[src/rtl/go_debouncer.sv]
// ---------------------------------------------------------------------------
// go_debouncer
//   Conditions the raw asynchronous "Go" pushbutton into a clean, debounced
//   level in the clock domain. One accepted press produces exactly one rising
//   edge on Go, so the downstream move-store FSM stores a move exactly once.
//
// Ports
//   clock        in   1  system clock, all state on posedge
//   reset_b      in   1  asynchronous reset, active-high (asserted = 1)
//   button_raw   in   1  raw pushbutton level, asynchronous, may bounce
//   Go           out  1  debounced button level (direct state-register bit)
//   press_count  out  8  accepted-press counter
//
// Parameters
//   SYNC_STAGES      synchroniser depth on button_raw (>= 2)
//   DEBOUNCE_CYCLES  stable synchronised cycles needed to accept a change (>= 2)
//
// Build option
//   GO_DEBOUNCE_PRESS_COUNT_EN  when defined, press_count counts accepted
//                               presses (wrapping at 8 bits); otherwise it is
//                               tied to 8'h00 and no counter flops exist.
// ---------------------------------------------------------------------------
module go_debouncer #(
  parameter int unsigned SYNC_STAGES     = 2,
  parameter int unsigned DEBOUNCE_CYCLES = 16
) (
  input  logic       clock,
  input  logic       reset_b,
  input  logic       button_raw,
  output logic       Go,
  output logic [7:0] press_count
);

  localparam int unsigned CNT_W = $clog2(DEBOUNCE_CYCLES);
  localparam logic [CNT_W-1:0] CNT_LAST = CNT_W'(DEBOUNCE_CYCLES - 1);

  // Bit 1 of the encoding is the Go level, so Go comes straight off a flop.
  typedef enum logic [1:0] {
    ST_IDLE         = 2'b00,
    ST_PRESS_WAIT   = 2'b01,
    ST_PRESSED      = 2'b10,
    ST_RELEASE_WAIT = 2'b11
  } state_t;

  logic [SYNC_STAGES-1:0] r_sync;
  state_t                 r_state;
  state_t                 w_next_state;
  logic [CNT_W-1:0]       r_cnt;
  logic [CNT_W-1:0]       w_next_cnt;
  logic                   w_s;

  // Synchroniser: button_raw only ever reaches the first flop.
  always_ff @(posedge clock or posedge reset_b) begin
    if (reset_b) begin
      r_sync <= '0;
    end else begin
      r_sync <= {r_sync[SYNC_STAGES-2:0], button_raw};
    end
  end

  assign w_s = r_sync[SYNC_STAGES-1];

  // State and stability-counter registers.
  always_ff @(posedge clock or posedge reset_b) begin
    if (reset_b) begin
      r_state <= ST_IDLE;
      r_cnt   <= '0;
    end else begin
      r_state <= w_next_state;
      r_cnt   <= w_next_cnt;
    end
  end

  // Next-state logic; the counter saturates at CNT_LAST because reaching it
  // always leaves the wait state.
  always_comb begin
    w_next_state = r_state;
    w_next_cnt   = r_cnt;
    case (r_state)
      ST_IDLE: begin
        if (w_s) begin
          w_next_state = ST_PRESS_WAIT;
          w_next_cnt   = '0;
        end
      end
      ST_PRESS_WAIT: begin
        if (!w_s) begin
          w_next_state = ST_IDLE;
          w_next_cnt   = '0;
        end else if (r_cnt == CNT_LAST) begin
          w_next_state = ST_PRESSED;
        end else begin
          w_next_cnt = r_cnt + CNT_W'(1);
        end
      end
      ST_PRESSED: begin
        if (!w_s) begin
          w_next_state = ST_RELEASE_WAIT;
          w_next_cnt   = '0;
        end
      end
      ST_RELEASE_WAIT: begin
        if (w_s) begin
          w_next_state = ST_PRESSED;
          w_next_cnt   = '0;
        end else if (r_cnt == CNT_LAST) begin
          w_next_state = ST_IDLE;
        end else begin
          w_next_cnt = r_cnt + CNT_W'(1);
        end
      end
      default: begin
        w_next_state = ST_IDLE;
        w_next_cnt   = '0;
      end
    endcase
  end

  assign Go = r_state[1];

`ifdef GO_DEBOUNCE_PRESS_COUNT_EN
  logic       w_press_accept;
  logic [7:0] r_press_count;

  assign w_press_accept = (r_state == ST_PRESS_WAIT) && (w_next_state == ST_PRESSED);

  // Accepted-press counter; wraps naturally at 8 bits.
  always_ff @(posedge clock or posedge reset_b) begin
    if (reset_b) begin
      r_press_count <= 8'h00;
    end else if (w_press_accept) begin
      r_press_count <= r_press_count + 8'd1;
    end
  end

  assign press_count = r_press_count;
`else
  assign press_count = 8'h00;
`endif

endmodule

[config.mk]
export PLATFORM = sky130hd
export DESIGN_NAME = go_debouncer
export DESIGN_NICKNAME = d
export VERILOG_FILES = /design/src/rtl/go_debouncer.sv
export SDC_FILE = /design/constraint.sdc
export NUM_CORES = 1
export LEC_CHECK = 0
export BUFFER_PORTS_ARGS = -buffer_cell sky130_fd_sc_hd__buf_2
export CAP_MARGIN = 20
export CORE_MARGIN = 10
export CORE_UTILIZATION = 30
export DETAILED_ROUTE_END_ITERATION = 10
export PLACE_DENSITY_LB_ADDON = 0.08
export SYNTH_ARGS = -nofsm -noshare
export SYNTH_HDL_FRONTEND = slang
export SYNTH_SLANG_ARGS = --single-unit
[constraint.sdc]
create_clock -name clock -period 1.13 [get_ports clock]
set_input_delay 0.113 -clock clock [delete_from_list [all_inputs] [get_ports clock]]
set_output_delay 0.113 -clock clock [all_outputs]
set_load 0.01 [all_outputs]
# [Yosys cells after proc, flatten, opt, wreduce, memory -nomap -nowiden]
# Index checks and enable logic that the tools add are counted.
[op_classes] n_mux=13 add_sub_neg=1 eq_ne=8 n_reduce_logical=3
[ops] cell="two-way mux 4 bit" count=5
[ops] cell="one-hot mux 4 bit (4 select lines)" count=1
[ops] cell="two-way mux 2 bit" count=6
[ops] cell="one-hot mux 2 bit (4 select lines)" count=1
[ops] cell="!= test 3 bit, second input constant" count=2
[ops] cell="adder 4 x 1 -> 4 bit, second input constant" count=1
[ops] cell="equality test 2 bit, second input constant" count=2
[ops] cell="equality test 4 bit, second input constant" count=1
[ops] cell="!= test 2 bit, second input constant" count=2
[ops] cell="AND reduction 4 bit" count=1
[ops] cell="equality test 2 x 1 -> 1 bit, second input constant" count=1
[ops] cell="logical NOT 2 bit" count=1
[ops] cell="AND reduction 2 bit" count=1
[totals] in_bits=3 reg_bits=8 word_cells=28 output_inout_bits=9

# [Logic depth before layout (Yosys ltp)]
[depth] ltp_word=4 ltp_mapped=4 ltp_nobuf=4

# [Least setup slack after synthesis]
# OpenSTA, ideal clock, no wires.
[synth_path] path_kind="register -> register" startpoint="register (tool-made name)" endpoint="register r_cnt[0]" t_arrival_ns=1.171 synth_period_minus_slack_ns=1.250 path_stages_with_launch=4 setup_slack_ns=-0.120 n_path_buf=0 setup_ns=0.079 required_time_ns=1.051 cell_sequence="dfrtp_1 -> xor2_2 -> mux2_4 -> mux2i_1"
[synth_rtl] element="end signal: assignment" line="70" rtl="r_cnt <= w_next_cnt;"
[synth_rtl] element="end: declaration" line="48" rtl="logic [CNT_W-1:0] r_cnt;"

# [Worst setup path in the final report]
[layout_path] startpoint="register r_cnt[0]" endpoint="register r_cnt[1]"
[layout_between] elab_chain_cells=4 elab_cells_between_ends=6 classes_between="add/sub (1); eq/ne (1); mux (4)"
[layout_lines] element="adder 4 x 1 -> 4 bit or equality test 4 bit (tied branches)"
[layout_lines] element="two-way mux 4 bit (*)" line="90, 106"
[layout_lines] element="two-way mux 4 bit, on equally long branches" line="103, 87"
[layout_lines] element="one-hot mux 4 bit (4 select lines) (*)" line="79" rtl="case (r_state)"
# Mark *: on every way between the ends. The rest lies on a longest branch, timed or not.
# A chain may end at the register's enable or synchronous reset.

==> reports/summary.txt <==
HP Class: input pin to asynchronous set/reset pin
DP Cell Count: 63
largest net degree at the start of global routing: 9
total power: 607 uW
Final Non-Filler Cells: 68
die area: 3360 sq um
r2r setup slk: -0.07 ns
Setup WS post-layout: -0.0711 ns
fraction of layout cells with a size suffix above 1: 0.358
slowest cell on the critical path: dfrtp_1
Setup crit end kind: flop
Critical Path, Cell by Cell: ha_4, buf_6, nand2_2, o211ai_1, o22ai_1
clk sinks: 8
Routability Congestion: 0.702
Async SR Flop Fraction: 1.00
Initial DRC Count: 3
final worst path period need: 1.20 ns
io pins: 12
failing checks: setup timing
Crit Reg-Reg Startpoint: r_cnt[0]
Synth area leader: dfrtp_1
post-synthesis cell type count: 20
Die Y: 57.9 um
Max VDD drop: 597 uV
Critical Path RT: 1.26 ns
DP HPWL: 599 um
post-route cell area: 538 sq um
CTS tree: yes
Cell Area, Synth: 432 sq um
R2R Path End: r_cnt[1]
gr usage total: 0.0481
clock-pin slew on the worst setup and hold paths: 0.06 ns
Synth Instances: 40
power per cell area: 1130 nW/um^2
diode count: 0
Worst Setup Path Type: flop to flop
slowest stage delay, CP: 0.39 ns
placed inst area: 477 sq um
YS warnings: 0
Post-CTS Setup Repair Bufs: 0
syn avg cell area: 10.8 sq um
max_cap viols: 0
drt via density: 4.31
Most used DFF post-synth: dfrtp_1
num rows: 13
IO Port Bufs: 3
Post-synth EDFFs: 0
Achievable Freq: 833 MHz
Pre-antenna DRT Iters: 4
initial core utilization: 0.324
Final #Nets: 59
cts bufs inserted: 3
# DRC: 0
antenna violations before repair: 0
grt total ovfl: 0
status: finished with violations
register area share after synthesis: 0.464
Max Transition Viols Final: 0
Area contributors post-synth: dfrtp_1 46%, buf_4 14%, xor2_2 3.8%
most frequent cells in the layout: 8 x dfrtp_1, 8 x conb_1, 5 x buf_4
CP Launch Type: flop
routed vias: 293
Seq cells post-synth: 8
routed wire length: 769 um
CP arrival: 1.33 ns
P&R area growth vs syn: 24.6%
RSZ-0062 raised after global routing: true
post-route clock period utilization: 1.06
clk_skew: 0.00824 ns
CTS root buffer: clkbuf_4
first-pass GRT wire length: 1220 um
P_leak: 0.260 nW
CTS max path bufs: 2
die width: 57.9 um
H-tree depth: 1
core area: 1330 sq um
Synth top area share: 0.464
Setup Viol. Count Final: 3
Routed Antenna Nets: 0
wire length per cell: 11.3 um
vias in the first global route: 271
final hold vios: 0
cell count of the worst reg-to-reg path: 5
CP max FO: 3
Skew-Pair Late Insertion Delay: 0.25 ns
Final Core Density: 0.403
worst max-delay path, delay by kind of cell, from the launching register on:
kind / cells / cell delay [ns]
fa+ha+maj: 1 / 0.16
compound gates: 2 / 0.38
simple gates: 1 / 0.05
flops: 1 / 0.39
buf+inv: 1 / 0.09
through the flow:
stage          worst slack (ns)  setup TNS, ns  hold slack [ns]
3_5_place_dp             -0.101         -0.252           0.0761
3_3_place_gp            -0.0567         -0.119           0.0681
2_1_floorplan           -0.0889         -0.235          -0.0713
6_report                -0.0711         -0.154            0.338
4_1_cts                 -0.0642         -0.175            0.344
5_1_grt                  -0.149         -0.373            0.373
logic make-up (layout without fill, tap and decap cells):
family / Yosys count / after routing / share of synthesized area
AND/OR/NAND/NOR: 6 / 6 / 0.0812
adder cells (fa/ha/maj): 1 / 1 / 0.0290
XOR/XNOR: 1 / 1 / 0.0377
multiplexers: 3 / 3 / 0.0840
AO/OA/AOI/OAI: 8 / 8 / 0.122
other: 1 / 8 / 0.00869
buffers and inverters: 12 / 18 / 0.174
flip-flops: 8 / 8 / 0.464
worst max-delay path by stage:
stage                        start       end  slack (ns)
after floorplan               flop  r_cnt[0]       -0.09
after global placement    r_cnt[0]      flop       -0.06
after detailed placement  r_cnt[0]      flop       -0.10
after CTS                 r_cnt[0]  r_cnt[1]       -0.06
after global routing      r_cnt[0]  r_cnt[1]       -0.15
final                     r_cnt[0]  r_cnt[1]       -0.07
power by group:
group | switching, mW | total [mW] | leakage (nW) | internal [mW]
Clock | 0.0979 | 0.219 | 0.0138 | 0.122
Combinational | 0.0422 | 0.0800 | 0.143 | 0.0378
Sequential | 0.00942 | 0.307 | 0.103 | 0.298
cells in the mapped netlist, types with 2 or more instances:
cell type,n
dfrtp_1,8
buf_4,8
inv_1,4
a31oi_1,2
o211ai_1,2
a21oi_1,2
final cells by class:
type	instances	area, sq um
Sequential cell	8	200
Tap cell	15	18.8
Multi-Input combinational cell	27	198
Fill cell	132	796
Inverter	4	15.0
Clock buffer	3	22.5
Timing Repair Buffer	11	83.8
timing repair:
item	4_1_cts	5_1_grt
gates resized for setup	1	3
endpoints found under the setup margin	4	5
pin swaps	2	6
hold buffers	2	0
hold endpoints to repair	9	0
metal layers:
metal,GRT usage,routed length [um]
met1,0.0491,341
met2,0.0598,328
met3,0.0414,99
met4,0.0403,0
met5,0,0
Power figures use the tool's default switching activity.
